<file path="src/rtl/pattern_gen_pkg.sv">
// Shared types and constants for the pattern_gen test-pattern source.
// Mode encoding, colour-bar table and pipeline depth.
package pattern_gen_pkg;

    typedef enum logic [2:0] {
        MODE_BLACK   = 3'd0,
        MODE_BARS    = 3'd1,
        MODE_CHECKER = 3'd2,
        MODE_RAMP    = 3'd3,
        MODE_ANIM    = 3'd4,
        MODE_WHITE   = 3'd5,
        MODE_RED     = 3'd6,
        MODE_BORDER  = 3'd7
    } mode_e;

    // {r,g,b} on/off flags: white, yellow, cyan, green, magenta, red, blue, black
    localparam logic [2:0] BAR_RGB [8] = '{
        3'b111, 3'b110, 3'b011, 3'b010, 3'b101, 3'b100, 3'b001, 3'b000
    };

    localparam int PIPE_LATENCY = 2;

endpackage

</file>
<file path="src/rtl/pattern_gen_bar.sv">
// Colour-bar position tracker: reports the bar index of the pixel presented
// this cycle; bar width is reloaded from h_active at each frame edge.
module pattern_bar_counter
    import pattern_gen_pkg::*;
#(
    parameter int X_BITS = 12
) (
    input  logic              clk,
    input  logic              reset_n,
    input  logic              de_in,
    input  logic              load,
    input  logic [X_BITS-1:0] h_active,
    output logic [2:0]        bar_idx
);

    logic [X_BITS-1:0] bar_w_q, bar_w_d;
    logic [X_BITS-1:0] bar_cnt_q, bar_cnt_d;
    logic [2:0]        bar_idx_q, bar_idx_d;
    logic              de_prev_q;

    always_comb begin
        bar_w_d   = bar_w_q;
        bar_cnt_d = bar_cnt_q;
        bar_idx_d = bar_idx_q;
        if (load) begin
            bar_w_d = h_active >> 3;
            if (bar_w_d == '0) bar_w_d = X_BITS'(1);
        end
        if (de_in && !de_prev_q) begin
            bar_cnt_d = X_BITS'(1);
            bar_idx_d = 3'd0;
        end else if (de_in) begin
            if (bar_cnt_q == bar_w_q) begin
                bar_cnt_d = X_BITS'(1);
                if (bar_idx_q != 3'd7) bar_idx_d = bar_idx_q + 3'd1;
            end else begin
                bar_cnt_d = bar_cnt_q + X_BITS'(1);
            end
        end
    end

    // the index for the current pixel is the freshly computed one
    assign bar_idx = bar_idx_d;

    always_ff @(posedge clk or negedge reset_n) begin
        if (!reset_n) begin
            bar_w_q   <= '0;
            bar_cnt_q <= '0;
            bar_idx_q <= '0;
            de_prev_q <= 1'b0;
        end else begin
            bar_w_q   <= bar_w_d;
            bar_cnt_q <= bar_cnt_d;
            bar_idx_q <= bar_idx_d;
            de_prev_q <= de_in;
        end
    end

endmodule

</file>
<file path="src/rtl/pattern_gen.sv">
// Test-pattern pixel source with a fixed 2-cycle pipeline behind the sync generator.
// Optional crosshair overlay enabled by PATTERN_GEN_CROSSHAIR_EN.
module pattern_gen
    import pattern_gen_pkg::*;
#(
    parameter int X_BITS     = 12,
    parameter int Y_BITS     = 12,
    parameter int COLOR_BITS = 8
) (
    input  logic                  clk,
    input  logic                  reset_n,
    input  logic                  vs_in,
    input  logic                  hs_in,
    input  logic                  de_in,
    input  logic [X_BITS-1:0]     x_in,
    input  logic [Y_BITS-1:0]     y_in,
    input  logic [X_BITS-1:0]     h_active,
    input  logic [Y_BITS-1:0]     v_active,
    input  logic [2:0]            mode_req,
    output logic [2:0]            mode_cur,
    output logic [15:0]           frame_count,
    output logic                  vs_out,
    output logic                  hs_out,
    output logic                  de_out,
    output logic [COLOR_BITS-1:0] r_out,
    output logic [COLOR_BITS-1:0] g_out,
    output logic [COLOR_BITS-1:0] b_out
`ifdef PATTERN_GEN_CROSSHAIR_EN
    ,
    input  logic [X_BITS-1:0]     cursor_x,
    input  logic [Y_BITS-1:0]     cursor_y,
    input  logic                  cursor_en
`endif
);

    localparam logic [COLOR_BITS-1:0] FULL = '1;

    logic                    vs_prev_q;
    logic                    frame_edge;
    mode_e                   mode_cur_q, mode_cur_d;
    logic [15:0]             frame_count_q, frame_count_d;
    logic [2:0]              bar_idx;
    logic [2:0]              bar_rgb;
    logic [PIPE_LATENCY-1:0] vs_pipe_q, vs_pipe_d;
    logic [PIPE_LATENCY-1:0] hs_pipe_q, hs_pipe_d;
    logic [PIPE_LATENCY-1:0] de_pipe_q, de_pipe_d;
    logic [COLOR_BITS-1:0]   r1_q, r1_d, g1_q, g1_d, b1_q, b1_d;
    logic [COLOR_BITS-1:0]   r2_q, r2_d, g2_q, g2_d, b2_q, b2_d;
    logic                    hit_q, hit_d;

    assign frame_edge = vs_in && !vs_prev_q;

    pattern_bar_counter #(.X_BITS(X_BITS)) u_bar (
        .clk      (clk),
        .reset_n  (reset_n),
        .de_in    (de_in),
        .load     (frame_edge),
        .h_active (h_active),
        .bar_idx  (bar_idx)
    );

    assign bar_rgb = BAR_RGB[bar_idx];

    always_comb begin
        mode_cur_d    = mode_cur_q;
        frame_count_d = frame_count_q;
        if (frame_edge) begin
            mode_cur_d    = mode_e'(mode_req);
            frame_count_d = frame_count_q + 16'd1;
        end
        vs_pipe_d = {vs_pipe_q[PIPE_LATENCY-2:0], vs_in};
        hs_pipe_d = {hs_pipe_q[PIPE_LATENCY-2:0], hs_in};
        de_pipe_d = {de_pipe_q[PIPE_LATENCY-2:0], de_in};
    end

    // stage 1: raw pattern colour, blanking is applied in stage 2
    always_comb begin
        r1_d  = '0;
        g1_d  = '0;
        b1_d  = '0;
        hit_d = 1'b0;
        case (mode_cur_q)
            MODE_BLACK: ;
            MODE_BARS: begin
                r1_d = {COLOR_BITS{bar_rgb[2]}};
                g1_d = {COLOR_BITS{bar_rgb[1]}};
                b1_d = {COLOR_BITS{bar_rgb[0]}};
            end
            MODE_CHECKER: begin
                if (x_in[5] ^ y_in[5]) begin
                    r1_d = FULL; g1_d = FULL; b1_d = FULL;
                end
            end
            MODE_RAMP: begin
                r1_d = x_in[COLOR_BITS-1:0];
                g1_d = x_in[COLOR_BITS-1:0];
                b1_d = x_in[COLOR_BITS-1:0];
            end
            MODE_ANIM: begin
                r1_d = x_in[COLOR_BITS-1:0] + frame_count_q[COLOR_BITS-1:0];
                g1_d = y_in[COLOR_BITS-1:0] + frame_count_q[COLOR_BITS-1:0];
                b1_d = x_in[COLOR_BITS-1:0] ^ y_in[COLOR_BITS-1:0];
            end
            MODE_WHITE: begin
                r1_d = FULL; g1_d = FULL; b1_d = FULL;
            end
            MODE_RED: r1_d = FULL;
            MODE_BORDER: begin
                if (x_in == '0 || y_in == '0 ||
                    x_in == h_active - X_BITS'(1) || y_in == v_active - Y_BITS'(1)) begin
                    r1_d = FULL; g1_d = FULL; b1_d = FULL;
                end
            end
        endcase
`ifdef PATTERN_GEN_CROSSHAIR_EN
        hit_d = cursor_en && (x_in == cursor_x || y_in == cursor_y);
`endif
    end

    always_comb begin
        r2_d = '0;
        g2_d = '0;
        b2_d = '0;
        if (de_pipe_q[0]) begin
            r2_d = r1_q ^ {COLOR_BITS{hit_q}};
            g2_d = g1_q ^ {COLOR_BITS{hit_q}};
            b2_d = b1_q ^ {COLOR_BITS{hit_q}};
        end
    end

    always_ff @(posedge clk or negedge reset_n) begin
        if (!reset_n) begin
            vs_prev_q     <= 1'b0;
            mode_cur_q    <= MODE_BLACK;
            frame_count_q <= '0;
            vs_pipe_q     <= '0;
            hs_pipe_q     <= '0;
            de_pipe_q     <= '0;
            r1_q          <= '0;
            g1_q          <= '0;
            b1_q          <= '0;
            hit_q         <= 1'b0;
            r2_q          <= '0;
            g2_q          <= '0;
            b2_q          <= '0;
        end else begin
            vs_prev_q     <= vs_in;
            mode_cur_q    <= mode_cur_d;
            frame_count_q <= frame_count_d;
            vs_pipe_q     <= vs_pipe_d;
            hs_pipe_q     <= hs_pipe_d;
            de_pipe_q     <= de_pipe_d;
            r1_q          <= r1_d;
            g1_q          <= g1_d;
            b1_q          <= b1_d;
            hit_q         <= hit_d;
            r2_q          <= r2_d;
            g2_q          <= g2_d;
            b2_q          <= b2_d;
        end
    end

    assign mode_cur    = mode_cur_q;
    assign frame_count = frame_count_q;
    assign vs_out      = vs_pipe_q[PIPE_LATENCY-1];
    assign hs_out      = hs_pipe_q[PIPE_LATENCY-1];
    assign de_out      = de_pipe_q[PIPE_LATENCY-1];
    assign r_out       = r2_q;
    assign g_out       = g2_q;
    assign b_out       = b2_q;

endmodule
</file>
<file path="config.mk">
export PLATFORM = sky130hd
export DESIGN_NAME = pattern_gen
export DESIGN_NICKNAME = d
export VERILOG_FILES = /design/src/rtl/pattern_gen_pkg.sv /design/src/rtl/pattern_gen_bar.sv /design/src/rtl/pattern_gen.sv
export SDC_FILE = /design/constraint.sdc
export NUM_CORES = 1
export LEC_CHECK = 0
export CORE_ASPECT_RATIO = 1.75
export CORE_MARGIN = 2
export CORE_UTILIZATION = 30
export CTS_CLUSTER_DIAMETER = 120
export DETAILED_ROUTE_END_ITERATION = 7
export DONT_BUFFER_PORTS = 1
export PLACE_DENSITY = 0.41
export SLEW_MARGIN = 20
export SYNTH_ARGS = -nofsm -noshare
export SYNTH_HDL_FRONTEND = slang
export SYNTH_SLANG_ARGS = --single-unit
</file>
<file path="constraint.sdc">
create_clock -name clk -period 2.8 [get_ports clk]
set_input_delay 0.84 -clock clk [delete_from_list [all_inputs] [get_ports clk]]
set_output_delay 0.84 -clock clk [all_outputs]
set_load 0.02 [all_outputs]
</file>
==> summary.md <==
| Metric | Value |
|---|---|
| Outcome | `complete, no violations` |
| Diodes inserted | `0` |
| Initial DRC count | `~190` |
| Via count | `4,082` |
| Crit end category | `flop` |
| Layout fillers | `1,847` |
| DRT Pass-1 Iters | `4` |
| Commonest non-fill, non-tap cell in the layout | `dfrtp_1` |
| Initial antenna violation count | `0` |
| CTS H-tree depth | `3` |
| CP Launch Type | `input pin` |
| Post-DRT Antenna Nets | `0` |
| Most frequent cells in the layout | `dfrtp_1, nand2_1, xnor2_1` |
| Die Area | `between 15,000 and 20,000 um^2` |
| Total GRT Usage | `0.158` |
| Synth Net Count | `around 640` |
| TNS Setup | `0 ps` |
| DRT Wirelength | `between 10,000 and 15,000 um` |
| Min Hold Slack | `177 ps` |
| Post-DP HPWL | `11,400 um` |
| Worst setup margin | `173 ps` |
| Period utilisation layout | `0.938` |
| Critical path class | `in -> reg` |
| EDFF count, synth | `0` |
| Core Box Area | `18,000 um^2` |
| Routed WL per cell | `approximately 18 um` |
| Worst Setup SP | `v_active[0]` |
| Area of placed instances | `5790 um^2` |
| GR Overflow Total | `0` |
| Post-Syn Area | `about 5500 um^2` |
| Leak | `approximately 2.7 nW` |
| Syn Inst Count | `567` |
| Clock latency on the worst-skew pair | `350 ps` |
| Area growth syn-to-layout | `11.3%` |
| Unique masters post-synth | `58` |
| Final setup vio count | `0` |
| Die width | `106 um` |
| Nets | `~650` |
| Max Buffers Root-to-Sink | `2` |
| Worst R2R Path Depth | `8` |
| Register area | `2430 um^2` |
| Vias per inst | `5.02` |
| CTS clock-pin slew for the worst setup and hold paths | `~80 ps` |
| Multi-input logic area | `2880 um^2` |
| CTS tree | `built` |
| Design area | `6090 um^2` |
| Worst EP required | `roughly 3000 ps` |
| Worst r2r src | `u_bar.bar_cnt_q[6]` |
| DRC Markers | `0` |
| Num CTS Buffers | `9` |
| Fraction of layout cells with a size suffix above 1 | `0.0743` |
| Placer Congestion | `0.865` |
| Final min period | `about 2600 ps` |
| Root Driver | `clkbuf_16` |
| Peak supply drop | `0.318 mV` |
| Initial Util | `0.305` |
| First-pass GRT wire length | `23,400 um` |
| Yosys warns | `0` |
| Max-slew violations | `0` |
| Top_reg_cell synth | `dfrtp_1` |
| Fmax | `381 MHz` |
| Hold Crit Class | `in -> async` |
| WP data arrival | `2810 ps` |
| Setup bufs post-CTS | `0` |
| # clock sinks | `97` |
| Yosys reg bits | `97` |
| CP Max Fanout | `16` |
| Final hold vios | `0` |
| Input/output buffers | `0` |
| PD cells | `just under 700 nW/um^2` |
| Boundary Pins | `102` |
| Die H | `between 150 and 200 um` |
| Mean cell area of the mapped netlist | `9.66 um^2` |
| Pin count of the biggest net entering global routing | `98` |
| Slew HR | `0.468` |
| Resize count post-CTS | `0` |
| Clock Skews | `10.4 ps` |
| Num rows | `65` |
| Cts hold-fix bufs | `0` |
| Worst-Margin Slew | `797 ps` |
| Max_cap viols | `0` |
| Async S/R FF share, synth | `1.00` |
| Pre-CTS setup slack | `-172 ps` |
| RSZ-0062 raised after global routing | `false` |
| Vias in the first global route | `roughly 4,300` |
| Post-synthesis sequential area ratio | `0.443` |
-- power by group --
group          switching (W)  internal [W]  total (W)
clock network       0.000615      0.000638    0.00125
logic               0.000519      0.000497    0.00102
registers           0.000310       0.00164    0.00195
total                0.00144       0.00277    0.00422
-- worst paths after layout --
kind	slack [ps]	end
max in group asynchronous	2410	frame_count[2]
max reg2reg	320	r1_q[3]
min reg2reg	350	hs_pipe_q[1]
min in group clk	350	hs_pipe_q[1]
min	180	u_bar.bar_w_q[3]
max	170	b1_q[4]
-- worst max-delay path: stages --
cell and delay (ps):
inv_1 40, ha_1 160, or3b_1 420, xnor2_1 160, a22o_1 190, a32oi_1 180
or3_1 150, and3_1 490, nand3_1 180
-- metal layers --
layer  part of all wire  up-vias  wire length (um)  GRT usage
met5                  0        -                 0          0
met4              0.045        0               667     0.0863
met3              0.056       38               828     0.0419
met2               0.53      125              7800      0.286
met1               0.37     1914              5500      0.164
li1                   -     2005                 -          -
-- per-stage QoR --
step / std cells / util / total power [W]
floorplan: 567 / - / 0.00272
global placement: 797 / 0.322 / 0.00298
detailed placement: 797 / 0.322 / 0.00301
CTS: 813 / 0.339 / 0.00429
global route: 813 / 0.339 / 0.00451
finish: 813 / 0.339 / 0.00422
-- cells by family after synthesis --
logic type,synth area share
XOR/XNOR,0.121
AND/OR/NAND/NOR,0.232
adder cells (fa/ha/maj),0.0507
buffers and inverters,0.0315
AO/OA/AOI/OAI,0.115
flip-flops,0.443
multiplexers,0.00571
-- cells in the mapped netlist, types with 3 or more instances --
cell	n	area share
and3_1	6	0.0069
and4_1	3	0.0048
o21bai_1	4	0.0055
a21o_1	6	0.0082
nor2b_1	10	0.011
nand3_1	36	0.033
a21oi_1	23	0.021
nand2b_1	6	0.0069
clkbuf_1	18	0.012
ha_1	19	0.043
nor2_1	31	0.021
and2_1	27	0.031
a22oi_1	7	0.0096
nor3_1	6	0.0055
o22ai_1	5	0.0057
nor3b_1	5	0.0069
xnor2_1	38	0.061
o21ai_0	21	0.019
xor2_1	36	0.058
dfrtp_1	97	0.44
nor4_1	11	0.013
a221o_1	6	0.011
inv_1	18	0.012
or3_1	6	0.0069
nand2_1	62	0.042
nand4_1	16	0.018
-- flip-flops by register name (all words and copies together) (netlist names) --
register	flops
frame_count	16
u_bar.bar_cnt_q	12
u_bar.bar_w_q	9
b1_q	8
b_out	8
g1_q	8
g_out	8
r1_q	8
r_out	8
mode_cur	3
u_bar.bar_idx_q	3
de_pipe_q	2
hs_pipe_q	2
vs_pipe_q	2
-- cell type report --
| type | instances | area share |
|---|---|---|
| Inverter | 18 | 0.0111 |
| Tap cell | 234 | 0.0480 |
| Clock buffer | 9 | 0.0370 |
| Multi-Input combinational cell | 431 | 0.472 |
| Sequential cell | 97 | 0.398 |
| Clock inverter | 7 | 0.0125 |
| Timing Repair Buffer | 17 | 0.0209 |
Power figures use the tool's default switching activity.
